==> src/rtl/tm1638_key_events.sv <==
// Debounces the TM1638 key vector and queues stable key transitions as events.
// Optional macro TM1638_KEY_EVENTS_RELEASE_EN: also queue release events.

module tm1638_key_events #(
   parameter int unsigned DEBOUNCE_TICKS = 20,
   parameter int unsigned FIFO_DEPTH     = 4
) (
   input  logic       clk,
   input  logic       rst,
   input  logic       tick,
   input  logic [7:0] keys,
   output logic [7:0] keys_stable,
   output logic       ev_valid,
   input  logic       ev_ready,
   output logic [2:0] ev_key,
   output logic       ev_press,
   output logic       overflow,
   input  logic       ovf_clr
);

   localparam int unsigned NUM_KEYS = 8;
   localparam int unsigned CNT_W    = $clog2(DEBOUNCE_TICKS + 1);
   localparam int unsigned PTR_W    = $clog2(FIFO_DEPTH);
   localparam int unsigned PTR_W1   = PTR_W + 1;

   logic [7:0]       sync_q;
   logic [7:0]       ks_q;
   logic [7:0]       stable_q, stable_d;
   logic [CNT_W-1:0] cnt_q [NUM_KEYS];
   logic [CNT_W-1:0] cnt_d [NUM_KEYS];
   logic [7:0]       pend_q, pend_d;
   logic [7:0]       pend_set, pend_clr;
   logic             scan_push;
   logic [2:0]       scan_sel;
   logic [PTR_W:0]   wr_q, wr_d;
   logic [PTR_W:0]   rd_q, rd_d;
   logic [2:0]       key_mem_q [FIFO_DEPTH];
   logic             fifo_empty, fifo_full;
   logic             pop, push_ok, drop;
   logic             ovf_q, ovf_d;
`ifdef TM1638_KEY_EVENTS_RELEASE_EN
   logic [7:0]            pol_q, pol_d;
   logic [FIFO_DEPTH-1:0] press_mem_q;
`endif

   // Per-key debounce: count consecutive ticks that disagree with the stable state
   always_comb begin
      stable_d = stable_q;
      pend_set = '0;
`ifdef TM1638_KEY_EVENTS_RELEASE_EN
      pol_d    = pol_q;
`endif
      for (int i = 0; i < NUM_KEYS; i++) begin
         cnt_d[i] = cnt_q[i];
         if (tick) begin
            if (ks_q[i] == stable_q[i]) begin
               cnt_d[i] = '0;
            end else if ((cnt_q[i] + CNT_W'(1)) == CNT_W'(DEBOUNCE_TICKS)) begin
               stable_d[i] = ~stable_q[i];
               cnt_d[i]    = '0;
`ifdef TM1638_KEY_EVENTS_RELEASE_EN
               pend_set[i] = 1'b1;
               pol_d[i]    = ~stable_q[i];
`else
               pend_set[i] = ~stable_q[i];
`endif
            end else begin
               cnt_d[i] = cnt_q[i] + CNT_W'(1);
            end
         end
      end
   end

   // Scanner: lowest pending key wins, one push per clock
   always_comb begin
      scan_sel = '0;
      for (int i = 7; i >= 0; i--) begin
         if (pend_q[i]) scan_sel = 3'(i);
      end
      scan_push = |pend_q;
      pend_clr  = scan_push ? (8'b1 << scan_sel) : 8'b0;
      pend_d    = (pend_q & ~pend_clr) | pend_set;
   end

   // FIFO occupancy via an extra pointer bit; a full FIFO still accepts a push alongside a pop
   assign fifo_empty = (wr_q == rd_q);
   assign fifo_full  = (wr_q[PTR_W] != rd_q[PTR_W]) &&
                       (wr_q[PTR_W-1:0] == rd_q[PTR_W-1:0]);
   assign pop        = !fifo_empty && ev_ready;
   assign push_ok    = scan_push && (!fifo_full || pop);
   assign drop       = scan_push && fifo_full && !pop;
   assign wr_d       = push_ok ? (wr_q + PTR_W1'(1)) : wr_q;
   assign rd_d       = pop ? (rd_q + PTR_W1'(1)) : rd_q;
   assign ovf_d      = drop ? 1'b1 : (ovf_clr ? 1'b0 : ovf_q);

   assign keys_stable = stable_q;
   assign ev_valid    = !fifo_empty;
   assign ev_key      = key_mem_q[rd_q[PTR_W-1:0]];
   assign overflow    = ovf_q;
`ifdef TM1638_KEY_EVENTS_RELEASE_EN
   assign ev_press    = press_mem_q[rd_q[PTR_W-1:0]];
`else
   assign ev_press    = 1'b1;
`endif

   always_ff @(posedge clk) begin
      if (rst) begin
         sync_q   <= '0;
         ks_q     <= '0;
         stable_q <= '0;
         pend_q   <= '0;
         wr_q     <= '0;
         rd_q     <= '0;
         ovf_q    <= 1'b0;
         for (int i = 0; i < NUM_KEYS; i++) cnt_q[i] <= '0;
         for (int unsigned d = 0; d < FIFO_DEPTH; d++) key_mem_q[d] <= '0;
`ifdef TM1638_KEY_EVENTS_RELEASE_EN
         pol_q       <= '0;
         press_mem_q <= '0;
`endif
      end else begin
         sync_q   <= keys;
         ks_q     <= sync_q;
         stable_q <= stable_d;
         pend_q   <= pend_d;
         wr_q     <= wr_d;
         rd_q     <= rd_d;
         ovf_q    <= ovf_d;
         for (int i = 0; i < NUM_KEYS; i++) cnt_q[i] <= cnt_d[i];
`ifdef TM1638_KEY_EVENTS_RELEASE_EN
         pol_q <= pol_d;
`endif
         if (push_ok) begin
            key_mem_q[wr_q[PTR_W-1:0]] <= scan_sel;
`ifdef TM1638_KEY_EVENTS_RELEASE_EN
            press_mem_q[wr_q[PTR_W-1:0]] <= pol_q[scan_sel];
`endif
         end
      end
   end

endmodule

==> config.mk <==
export PLATFORM = sky130hd
export DESIGN_NAME = tm1638_key_events
export DESIGN_NICKNAME = d
export VERILOG_FILES = /design/src/rtl/tm1638_key_events.sv
export SDC_FILE = /design/constraint.sdc
export NUM_CORES = 1
export LEC_CHECK = 0
export ABC_AREA = 1
export CAP_MARGIN = 15
export CORE_ASPECT_RATIO = 1.1
export CORE_MARGIN = 5
export CORE_UTILIZATION = 35
export DETAILED_ROUTE_END_ITERATION = 10
export GPL_ROUTABILITY_DRIVEN = 0
export HOLD_SLACK_MARGIN = 0.08
export PLACE_DENSITY_LB_ADDON = 0.3
export SLEW_MARGIN = 20
export SYNTH_ARGS = -nofsm -noshare
export SYNTH_HDL_FRONTEND = slang
export SYNTH_SLANG_ARGS = --single-unit
==> constraint.sdc <==
create_clock -name clk -period 1.6 [get_ports clk]
set_input_delay 0.24 -clock clk [delete_from_list [all_inputs] [get_ports clk]]
set_output_delay 0.24 -clock clk [all_outputs]
set_load 0.03 [all_outputs]
# Yosys cells after proc, flatten, opt, wreduce, memory -nomap -nowiden
# Memories as Yosys holds them, arrays and structs flattened. A register that Yosys moved wholly into a read port is not among the register bits.
# Cells that the tools add are included.
[totals]
wordCells = 171
regBits = 39
input_bits = 13
ram_bits = 52
mem_count = 2
output_inout_bits = 14
[memory_table]
columns = ["memory", "depth", "width", "rd", "rd_ports_with_merged_regs", "wr", "line", "source"]
rows = [
  ["cnt_q", 8, 5, 8, 0, 8, "29", "logic [CNT_W-1:0] cnt_q [NUM_KEYS];"],
  ["key_mem_q", 4, 3, 1, 1, 4, "37", "logic [2:0] key_mem_q [FIFO_DEPTH];"],
]
[classes]
n_eq_ne = 19
shift = 1
n_mux = 78
n_reduce_logical = 20
add_sub_neg = 10
bitwise = 27
[op_table]
columns = ["operator", "count"]
rows = [
  ["2-to-1 mux 5 bit", 32],
  ["adder 5 x 1 -> 5 bit, second input constant", 8],
  ["== test 5 bit, second input constant", 8],
  ["2-to-1 mux 1 bit", 33],
  ["2-to-1 mux 3 bit", 9],
  ["AND reduction 3 bit", 8],
  ["NOT 1 bit", 16],
  ["AND 8 bit", 1],
  ["== test 1 bit", 8],
  ["2-to-1 mux 8 bit", 1],
  ["NOT 8 bit", 1],
  ["OR 1 bit", 8],
  ["OR 8 bit", 1],
  ["OR reduction 8 bit", 1],
  ["left shift 1 x 3 -> 8 bit, first input constant", 1],
  ["adder 3 x 1 -> 3 bit, second input constant", 2],
  ["2-to-1 mux 2 bit", 3],
  ["logical AND 1 bit", 5],
  ["== test 3 bit", 1],
  ["logical NOT 1 bit", 3],
  ["OR reduction 3 bit", 1],
  ["== test 2 bit", 1],
  ["nonzero test 2 bit", 1],
  ["logical OR 1 bit", 1],
  ["!= test 1 bit", 1],
]

# Depth between registers and ports, before layout
# Gate-level depths: netlist (run 1).
[logic_depth]
depth_word = 13
mapped_depth = 9
depth_no_buf = 9

# Least setup slack after synthesis (run 1)
# OpenSTA, ideal clock, no wires.
[synth_path]
kind = "register to register"
from = "reg wr_q[0]"
to = "mem key_mem_q[2][0], enable pin"
period_less_slack_ns = 1.466
slack_ns = 0.134
t_arrival_ns = 1.163
setup_ns = 0.302
required_ns = 1.298
stages_incl_launch_ff = 8
cell_sequence = "dfxtp_1 -> xor2_1 -> nor2_2 -> nand2_2 -> nand3_4 -> nor2_1 -> nand2_1 -> nand2_1"
[synth_rtl]
columns = ["element", "line", "source"]
rows = [
  ["from (decl)", "35", "logic [PTR_W:0] wr_q, wr_d;"],
  ["from (signal assigned)", "126", "wr_q <= wr_d;"],
  ["to (decl)", "37", ""],
]

==> results.md, run 1 <==
- Status: finished clean
- Layout cell share with drive strength beyond 1: 9.817%
- Unique masters post-synth: 28
- Filler cells: approximately 1,200
- Total CTS buffers: 9
- WHS Endpoint: ks_q[4]
- Top cells by area, synth: dfxtp_1 39%, nand2_1 11%, edfxtp_1 8.6%
- Sinks on Clock Net: 93
- Area share of the largest cell type after synthesis: roughly two fifths
- Switching Share: approximately 22%
- Yosys warning total: 0
- Row cnt: 41
- Clock edge transition at the registers on the reported setup and hold paths: roughly 60 ps
- Worst VDD drop: 0.0005484 V
- GRT Residual Overflow: 0
- Largest area contributor in the netlist: dfxtp_1
- Chip width: between 100 and 150 um
- Reg-to-reg startpoint: wr_q[2]
- Register area share after synthesis: a little under half
- CP Max Fanout: 7
- Min cycle time layout: 1531 ps
- Most common cell after layout, fill and taps aside: nand2_1
- Via count: between 3,000 and 4,000
- Critical path class: flop to output pin
- Routed WL: 8320 um
- Critical path launch point type: flop
- Hold depth: 3
- Vias in the first global route: approximately 3,400
- Fin cells: around 750
- # Post-CTS Setup Buffers: 0
- Clock Latency Late Sink: 340 ps
- Area Overhead vs Synth: 21.01%
- Post-Syn Area: between 0.004 and 0.005 mm2
- Ports: 27
- R2r setup slk: 130 ps
- Hold Slack: 386.0 ps
- Post-synth EDFFs: 12
- CTS tree: done
- Number of input and output port buffers inserted: 25
- Average cell area after synthesis: ~7.6 um2
- N_diodes: 0
- GR Util All Layers: 12.16%
- Dpl cells: approximately 740
- WP data required: 1360 ps
- Leak Pwr: approximately 2.1 nW
- Asr flop ratio synth: 0%
- First-pass GRT wire length: ~14,000 um
- RSZ-0062 raised after global routing: yes
- 1st-pass router iterations: 4
- Residual DRC count: 0
- Layout Nets: 621
- Setup crit end kind: output pin
- Net Sw Power: ~1.1 mW
- Seq pwr share: about half
- Worst Skew: ~5.4 ps
- Fmax: around 0.65 GHz
- Max-slew violations: 0
- Int Pwr: 3.845 mW
- Mapped Nets: around 580
- Wire length per cell: 11.08 um
- Hpwl dp: 5890 um
- Largest net degree at the start of global routing: 68
- Initial DRC count: approximately 160
- Clock Tree Buf Depth: 2
- Die H: 124.5 um
- CTS root buffer: clkbuf_16
- Cell area power density: ~1000 mW/mm2
- Initial antenna violation count: 0
- Comb pwr share: 6.7%
- Endpoints failing setup: 0
- H-tree levels: 3
- Min-Delay Path Class: input port to flop
- Die area: 0.01421 mm2
- Top FF cell, synth: dfxtp_1
- Antenna Violating Nets Remaining: 0
- Initial Utilization: between 30 and 40%
- Vias per cell: roughly 4.6
- CTS Hold Bufs: 0
- Commonest non-fill, non-tap cells in the layout: 115 x nand2_1, 86 x nor2_1, 77 x dfxtp_1
- Crit path arrival time: between 1000 and 1500 ps
- Mapped Cells: 551
- Max-cap viol count: 0
- Endpoints failing hold: 0
- CORE AREA: roughly 0.012 mm2
- R2r worst-path depth: 7
- Fin crit share: between 90% and 100%
- Reg2reg end: key_mem_q[0][0]
- Seq cells post-synth: 93
- Clock network power share: ~44%
- Hold Path Origin: rst
==> Yosys cell counts, types with 6 or more instances <==
master / count
clkbuf_1: 6
a211oi_1: 6
xor2_1: 19
a21oi_1: 54
nand2_1: 119
nand4_1: 6
edfxtp_1: 12
o21ai_0: 29
nand3_1: 22
ha_1: 12
inv_1: 61
dfxtp_1: 81
nor2_1: 88
==> state kept, by name, indices dropped and copies added (netlist names), named ones only <==
name / count
pend_q: 8
key_mem_q: 12
keys_stable: 8
overflow: 1
wr_q: 3
ks_q: 8
rd_q: 3
sync_q: 8
cnt_q: 40
==> area by class of cell <==
type / instances / area (um2) / area share [%]
flip-flops and latches: 93 / 1987 / 39.34
multi-input cells: 379 / 1897 / 37.55
repair buffers: 49 / 432.9 / 8.571
clock buffers: 13 / 261.5 / 5.177
inverters: 64 / 240.2 / 4.756
well taps: 150 / 187.7 / 3.716
clock inverters: 3 / 45.04 / 0.8918
==> what timing repair did <==
action                                  in CTS  in global routing
cloned                                       0                  0
endpoints found under the setup margin       9                 19
resized for setup                            9                 10
hold endpoints to repair                     0                  0
==> logic make-up (layout without fill, tap and decap cells) <==
group                    Yosys count  after routing  share of synthesized area [%]
XOR/XNOR                          24             24                          5.036
flip-flops                        93             93                          47.48
adder cells (fa/ha/maj)           12             12                          3.597
buffers and inverters             79            129                          7.434
other                              1              1                        0.08984
AO/OA/AOI/OAI                     99             99                          12.68
AND/OR/NAND/NOR                  243            243                          23.68
==> critical path: stages, from the launching register on <==
cell,delay (ps)
dfxtp_2,370
inv_1,100
o21ai_0,200
o22ai_1,100
buf_4,180
==> power by group through the flow <==
stage	sequential [mW]	clock, mW	combinational, mW
final	2.44	2.16	0.328
after global placement	2.49	0	0.325
after global routing	2.44	2.34	0.361
after detailed placement	2.49	0	0.330
after floorplan	2.48	0	0.201
after CTS	2.44	2.23	0.331
==> through the flow <==
stage	TNS, ps	area [um2]	setup WS [ps]	util [%]	total power, mW
after CTS	0	5030	8.966	43.38	5.003
after global routing	-41.46	5051	-30.61	43.57	5.147
final	0	5051	68.56	43.57	4.929
after floorplan	0	4174	134.3	-	2.682
after detailed placement	-1428	4732	-119.0	40.82	2.822
after global placement	-857.3	4732	-96.62	40.82	2.814
==> routing by layer <==
metal	up-vias	wire length [um]	global-route usage (%)
met3	10	301	3.061
met4	0	102	4.472
met2	35	4039	21.23
met1	1591	3877	14.19
li1	1856	-	-
met5	-	0	0
==> worst max path at each step <==
stage | startpoint | endpoint | depth (start not counted) | slack, ps
after floorplan | wr_q[0] | key_mem_q[2][0] | 7 | 130
after global placement | ev_ready | key_mem_q[1][0] | 7 | -100
final | flop | ev_key[1] | 4 | 70
after detailed placement | ev_ready | key_mem_q[1][2] | 7 | -120
after CTS | rd_q[1] | ev_valid | 6 | 9
after global routing | rd_q[1] | ev_valid | 6 | -30
Note: power is estimated with default switching activity, not from simulation.
==> run 2: changes to the inputs <==
--- a/config.mk
+++ b/config.mk
@@ -10,11 +10,12 @@
 export CORE_ASPECT_RATIO = 1.1
 export CORE_MARGIN = 5
 export CORE_UTILIZATION = 35
+export CTS_CLUSTER_DIAMETER = 30
 export DETAILED_ROUTE_END_ITERATION = 10
 export GPL_ROUTABILITY_DRIVEN = 0
 export HOLD_SLACK_MARGIN = 0.08
 export PLACE_DENSITY_LB_ADDON = 0.3
-export SLEW_MARGIN = 20
+export SKIP_CTS_REPAIR_TIMING = 1
 export SYNTH_ARGS = -nofsm -noshare
 export SYNTH_HDL_FRONTEND = slang
 export SYNTH_SLANG_ARGS = --single-unit
==> run 2 against run 1 <==
Final area increased by 0.84%. Core utilization increased by 0.37 points. Fmax about the same.
==> results.md, run 2 (synthesis results as in run 1) <==
- GR Util All Layers: 12.14% (was 12.16%)
- Setup crit end kind: output pin (unchanged)
- WP data required: 1360 ps (about the same)
- GR Layer Usage met2: 21.23% (unchanged)
- Reg-to-reg startpoint: wr_q[2] (unchanged)
- N_diodes: 0 (unchanged)
- Comb pwr share: 6.7% (about the same)
- CP cell instances: inv_1 -> o21ai_0 -> o22ai_1 -> buf_4 (unchanged)
- Met1 usage: 14.10% (was 14.19%)
- Initial Utilization: 36.00% (unchanged)
- CORE AREA: 0.01159 mm2 (unchanged)
- WHS Endpoint: ks_q[4] (unchanged)
- 1st-pass router iterations: 4 (unchanged)
- Max-cap viol count: 0 (unchanged)
- R2r worst-path depth: 7 (unchanged)
- Fin crit share: 95.70% (was 95.71%)
- CP bufs+invs: 2 (unchanged)
- Layout Nets: 621 (unchanged)
- Max FFs per register: 40 (unchanged)
- Largest regs: cnt_q: 40 flops, key_mem_q: 12 flops (unchanged)
- Hpwl dp: 5890 um (unchanged)
- First-pass GRT wire length: 14,420 um (was 14,460 um)
- Residual DRC count: 0 (unchanged)
- Cell area power density: 969.0 mW/mm2 (was 975.8 mW/mm2)
- Chip width: 114.1 um (unchanged)
- Ports: 27 (unchanged)
- Layout cell share with drive strength beyond 1: 9.983% (was 9.817%)
- Critical path launch point type: flop (unchanged)
- Wire length per cell: 11.09 um (was 11.08 um)
- Status: finished clean (unchanged)
- Int Pwr: 3.848 mW (was 3.845 mW)
- Crit path arrival time: 1290 ps (about the same)
- Net Sw Power: 1.088 mW (was 1.084 mW)
- Max-slew violations: 0 (unchanged)
- Total CTS buffers: 9 (unchanged)
- Die area: 0.01421 mm2 (unchanged)
- CP max stage delay: 370 ps (about the same)
- Initial antenna violation count: 0 (unchanged)
- Number of input and output port buffers inserted: 25 (unchanged)
- R2r setup slk: 130 ps (about the same)
- Min cycle time layout: 1531 ps (about the same)
- Vias in the first global route: 3,376 (was 3,379)
- CTS tree: done (unchanged)
- Worst VDD drop: 0.0005484 V (about the same)
- Largest net degree at the start of global routing: 68 (unchanged)
- Endpoints failing hold: 0 (unchanged)
- Vias per cell: 4.651 (was 4.650)
- Pwr Total: 4.936 mW (was 4.929 mW)
- Seq pwr share: 49.5% (about the same)
- CTS root buffer: clkbuf_16 (unchanged)
- Hold depth: 3 (unchanged)
- Most common cell after layout, fill and taps aside: nand2_1 (unchanged)
- Area Overhead vs Synth: 22.03% (was 21.01%)
- CP Max Fanout: 7 (unchanged)
- Worst path top cell family by delay: flip-flops (unchanged)
- Clock edge transition at the registers on the reported setup and hold paths: 60 ps (about the same)
- Clock Tree Buf Depth: 2 (unchanged)
- Worst Skew: 5.045 ps (was 5.436 ps)
- H-tree levels: 3 (unchanged)
- Sinks on Clock Net: 93 (unchanged)
- Routed WL: 8331 um (was 8320 um)
- Endpoints failing setup: 0 (unchanged)
- Initial DRC count: 199 (was 163)
- Hold Path Origin: rst (unchanged)
- Critical path class: flop to output pin (unchanged)
- Critical-path top delay cell: dfxtp_2 (unchanged)
- Grt peak-use layer: met2 (unchanged)
- Clock Latency Late Sink: 340 ps (about the same)
- Fmax: 0.6531 GHz (was 0.6530 GHz)
- Antenna Violating Nets Remaining: 0 (unchanged)
- GRT Residual Overflow: 0 (unchanged)
- Clock network power share: 43.8% (about the same)
- Reg2reg end: key_mem_q[0][0] (unchanged)
- Row cnt: 41 (unchanged)
- Min-Delay Path Class: input port to flop (unchanged)
- Met3 usage: 3.110% (was 3.061%)
- Via count: 3,493 (was 3,492)
- Commonest non-fill, non-tap cells in the layout: 115 x nand2_1, 86 x nor2_1, 77 x dfxtp_1 (unchanged)
- Most flop-heavy register: cnt_q (unchanged)
- Die H: 124.5 um (unchanged)
- Switching Share: 22.05% (was 21.99%)
- Setup TNS: 0 ps (unchanged)
- Leak Pwr: 2.176 nW (was 2.063 nW)
==> run 2: final cells by class <==
type,instances,area (um2)
Timing Repair Buffer,49,462.9
Fill cell,1198,6500
Clock buffer,13,261.5
Tap cell,150,187.7
Multi-Input combinational cell,379,1909
Clock inverter,3,45.04
Inverter,64,240.2
Sequential cell,93,1987
==> run 2: power by group through the flow <==
| stage | Clock (mW) | Sequential [mW] | Combinational (mW) |
|---|---|---|---|
| 2_1_floorplan | 0 | 2.48 | 0.201 |
| 3_3_place_gp | 0 | 2.49 | 0.325 |
| 3_5_place_dp | 0 | 2.49 | 0.330 |
| 4_1_cts | 2.23 | 2.44 | 0.331 |
| 5_1_grt | 2.34 | 2.45 | 0.366 |
| 6_report | 2.16 | 2.44 | 0.333 |
==> run 2: tightest hold or removal path: cells and delay by family <==
family / cells / cell delay, ps
buffers and inverters: 2 / 320
AND/OR/NAND/NOR: 1 / 110
==> run 2: worst max path at each step <==
stage / startpoint / endpoint / depth (start not counted)
2_1_floorplan: wr_q[0] / key_mem_q[2][0] / 7
3_3_place_gp: ev_ready / key_mem_q[1][0] / 7
3_5_place_dp: ev_ready / key_mem_q[1][2] / 7
4_1_cts: keys_stable[6] / keys_stable[6] / 1
5_1_grt: wr_q[0] / key_mem_q[2][1] / 8
6_report: flop / ev_key[1] / 4
==> run 2: routing by layer <==
| metal | up-vias | routed length (um) | part of all wire (%) |
|---|---|---|---|
| li1 | 1855 | - | - |
| met1 | 1593 | 3871 | 46 |
| met2 | 35 | 4059 | 49 |
| met3 | 10 | 297 | 3.6 |
| met4 | 0 | 102 | 1.2 |
| met5 | - | 0 | 0 |
==> run 2: through the flow <==
stage / cells / hold WS (ps) / setup slack (ps) / utilization (%) / cell area (um2)
2_1_floorplan: 551 / 347.0 / 134.3 / - / 4174
3_3_place_gp: 735 / 389.8 / -96.62 / 40.82 / 4732
3_5_place_dp: 735 / 395.6 / -119.0 / 40.82 / 4732
4_1_cts: 751 / 403.4 / -135.4 / 43.46 / 5039
5_1_grt: 751 / 405.1 / -13.77 / 43.93 / 5094
6_report: 751 / 384.4 / 68.77 / 43.93 / 5094
==> run 3: changes to the inputs <==
--- a/config.mk
+++ b/config.mk
@@ -9,7 +9,7 @@
 export CAP_MARGIN = 15
 export CORE_ASPECT_RATIO = 1.1
 export CORE_MARGIN = 5
-export CORE_UTILIZATION = 35
+export CORE_UTILIZATION = 28
 export CTS_CLUSTER_DIAMETER = 30
 export DETAILED_ROUTE_END_ITERATION = 10
 export GPL_ROUTABILITY_DRIVEN = 0
==> run 3 against run 2 <==
Non-clock buffer count is 4 higher. Die area is 23% higher. Global-route usage is 2.0 points lower. Hold slack worse by 7.5 ps. Final cell count is 6.1% higher. Final area is 2.4% higher. Core utilization is 8.0 points lower. Wire length is 3.6% higher. Clock skew hardly changed. Clock power is 11% higher. Critical path type unchanged. Critical endpoint is now ev_valid.
==> results.md, run 3 (synthesis results as in run 1) <==
- Status: finished clean (unchanged)
- Setup crit end kind: output pin (unchanged)
- WP data required: 1360 ps (about the same)
- Wire length per cell: 10.82 um (was 11.09 um)
- H-tree levels: 3 (unchanged)
- Hpwl dp: 6141 um (was 5890 um)
- First-pass GRT wire length: 15,030 um (was 14,420 um)
- Clock edge transition at the registers on the reported setup and hold paths: 70 ps (was 60 ps)
- Endpoints failing setup: 0 (unchanged)
- Initial Utilization: 28.78% (was 36.00%)
- 1st-pass router iterations: 5 (was 4)
- CTS tree: done (unchanged)
- Comb pwr share: 6.6% (was 6.7%)
- Ports: 27 (unchanged)
- Via count: 3,519 (was 3,493)
- Layout Nets: 625 (was 621)
- CP Max Fanout: 4 (was 7)
- GRT Residual Overflow: 0 (unchanged)
- Commonest non-fill, non-tap cells in the layout: 115 x nand2_1, 84 x nor2_1, 76 x dfxtp_1 (was 115 x nand2_1, 86 x nor2_1, 77 x dfxtp_1)
- CTS root buffer: clkbuf_16 (unchanged)
- Largest regs: cnt_q: 40 flops, key_mem_q: 12 flops (unchanged)
- Chip width: 126.4 um (was 114.1 um)
- Seq pwr share: 47.1% (was 49.5%)
- Max FFs per register: 40 (unchanged)
- Vias in the first global route: 3,439 (was 3,376)
- CORE AREA: 0.01450 mm2 (was 0.01159 mm2)
- Max-slew violations: 0 (unchanged)
- Worst Skew: 5.532 ps (was 5.045 ps)
- Critical path class: flop to output pin (unchanged)
- Clock Latency Late Sink: 340 ps (about the same)
- Leak Pwr: 2.225 nW (was 2.176 nW)
- N_diodes: 0 (unchanged)
- Layout cell share with drive strength beyond 1: 11.40% (was 9.983%)
- Pwr Total: 5.180 mW (was 4.936 mW)
- Largest net degree at the start of global routing: 68 (unchanged)
- Post-layout util: 35.97% (was 43.93%)
- Most flop-heavy register: cnt_q (unchanged)
- GR Util All Layers: 10.19% (was 12.14%)
- Most common cell after layout, fill and taps aside: nand2_1 (unchanged)
- Worst VDD drop: 0.0004837 V (was 0.0005484 V)
- Number of input and output port buffers inserted: 25 (unchanged)
- Total CTS buffers: 9 (unchanged)
- Routed WL: 8627 um (was 8331 um)
- Residual DRC count: 0 (unchanged)
- Antenna Violating Nets Remaining: 0 (unchanged)
- Max-cap viol count: 0 (unchanged)
- Fin crit share: 93.87% (was 95.70%)
- Sinks on Clock Net: 93 (unchanged)
- Endpoints failing hold: 0 (unchanged)
- Vias per cell: 4.415 (was 4.651)
- Min-Delay Path Class: input port to flop (unchanged)
- Initial antenna violation count: 0 (unchanged)
- Die area: 0.01745 mm2 (was 0.01421 mm2)
- Die H: 138.1 um (was 124.5 um)
- Int Pwr: 4.025 mW (was 3.848 mW)
- Crit path arrival time: 1260 ps (was 1290 ps)
- Cell area power density: 992.9 mW/mm2 (was 969.0 mW/mm2)
- Initial DRC count: 234 (was 199)
- RSZ-0062 raised after global routing: no
- Setup TNS: 0 ps (unchanged)
- Row cnt: 46 (was 41)
- Switching Share: 22.31% (was 22.05%)
- Clock network power share: 46.3% (was 43.8%)
- Critical path launch point type: flop (unchanged)
- Clock Tree Buf Depth: 2 (unchanged)
- Area Overhead vs Synth: 25.00% (was 22.03%)
- Fmax: 0.6658 GHz (was 0.6531 GHz)
- Min cycle time layout: 1502 ps (was 1531 ps)
- Net Sw Power: 1.156 mW (was 1.088 mW)
==> run 3: changes by cell type in the layout (fill, tap and decap cells not counted), sizes merged <==
cell / previous run / this run
clkbuf: 13 / 10
buf: 29 / 33
clkinvlp: 2 / 0
inv: 64 / 66
clkinv: 0 / 2
bufinv: 1 / 2
==> run 3: path summary, 6_finish.rpt <==
path	cells after the start	slack, ps	end	from
setup reg to reg	9	120	key_mem_q[2][1]	pend_q[0]
setup / recovery	4	100	ev_valid	rd_q[0]
hold / removal	3	380	sync_q[2]	rst
hold reg to reg	2	400	ks_q[5]	sync_q[5]
==> run 3: worst max-delay path, stage by stage, from the launching register on <==
cell and delay [ps]:
dfxtp_2 340, xor2_1 170, nor2_2 160, nand2_1 90
buf_4 170
==> run 3: cell type report <==
cell class | instances | area, um2
sequential | 93 | 1988
tap | 192 | 240.2
clock buffer | 10 | 250.2
multi-input combinational | 379 | 1902
clock inverter | 6 | 91.34
inverter | 64 | 240.2
fill | 1535 | 9286
timing repair buffer | 53 | 505.5
==> run 3: power by group through the flow <==
stage / clock network, mW / logic [mW] / registers [mW]
2_1_floorplan: 0 / 0.201 / 2.48
5_1_grt: 2.56 / 0.383 / 2.44
3_3_place_gp: 0 / 0.336 / 2.49
3_5_place_dp: 0 / 0.341 / 2.49
4_1_cts: 2.48 / 0.342 / 2.44
6_report: 2.40 / 0.344 / 2.44
==> run 3: per-layer routing <==
metal	vias up	global-route usage, %	routed length, um
li1	1867	-	-
met1	1597	12.23	3928
met2	46	17.50	4298
met3	9	2.427	263
met4	0	3.953	137
met5	-	0	0
==> run 3: stage by stage <==
step                      instance area (um2)  worst slack [ps]  cells  hold WS, ps
after floorplan                          4174             134.3    551        347.0
after global placement                   4820            -76.96    780        390.0
after detailed placement                 4820            -103.3    780        393.7
after CTS                                5161            -120.1    796        390.9
after global routing                     5218             2.274    797        406.0
final                                    5218             98.09    797        376.9
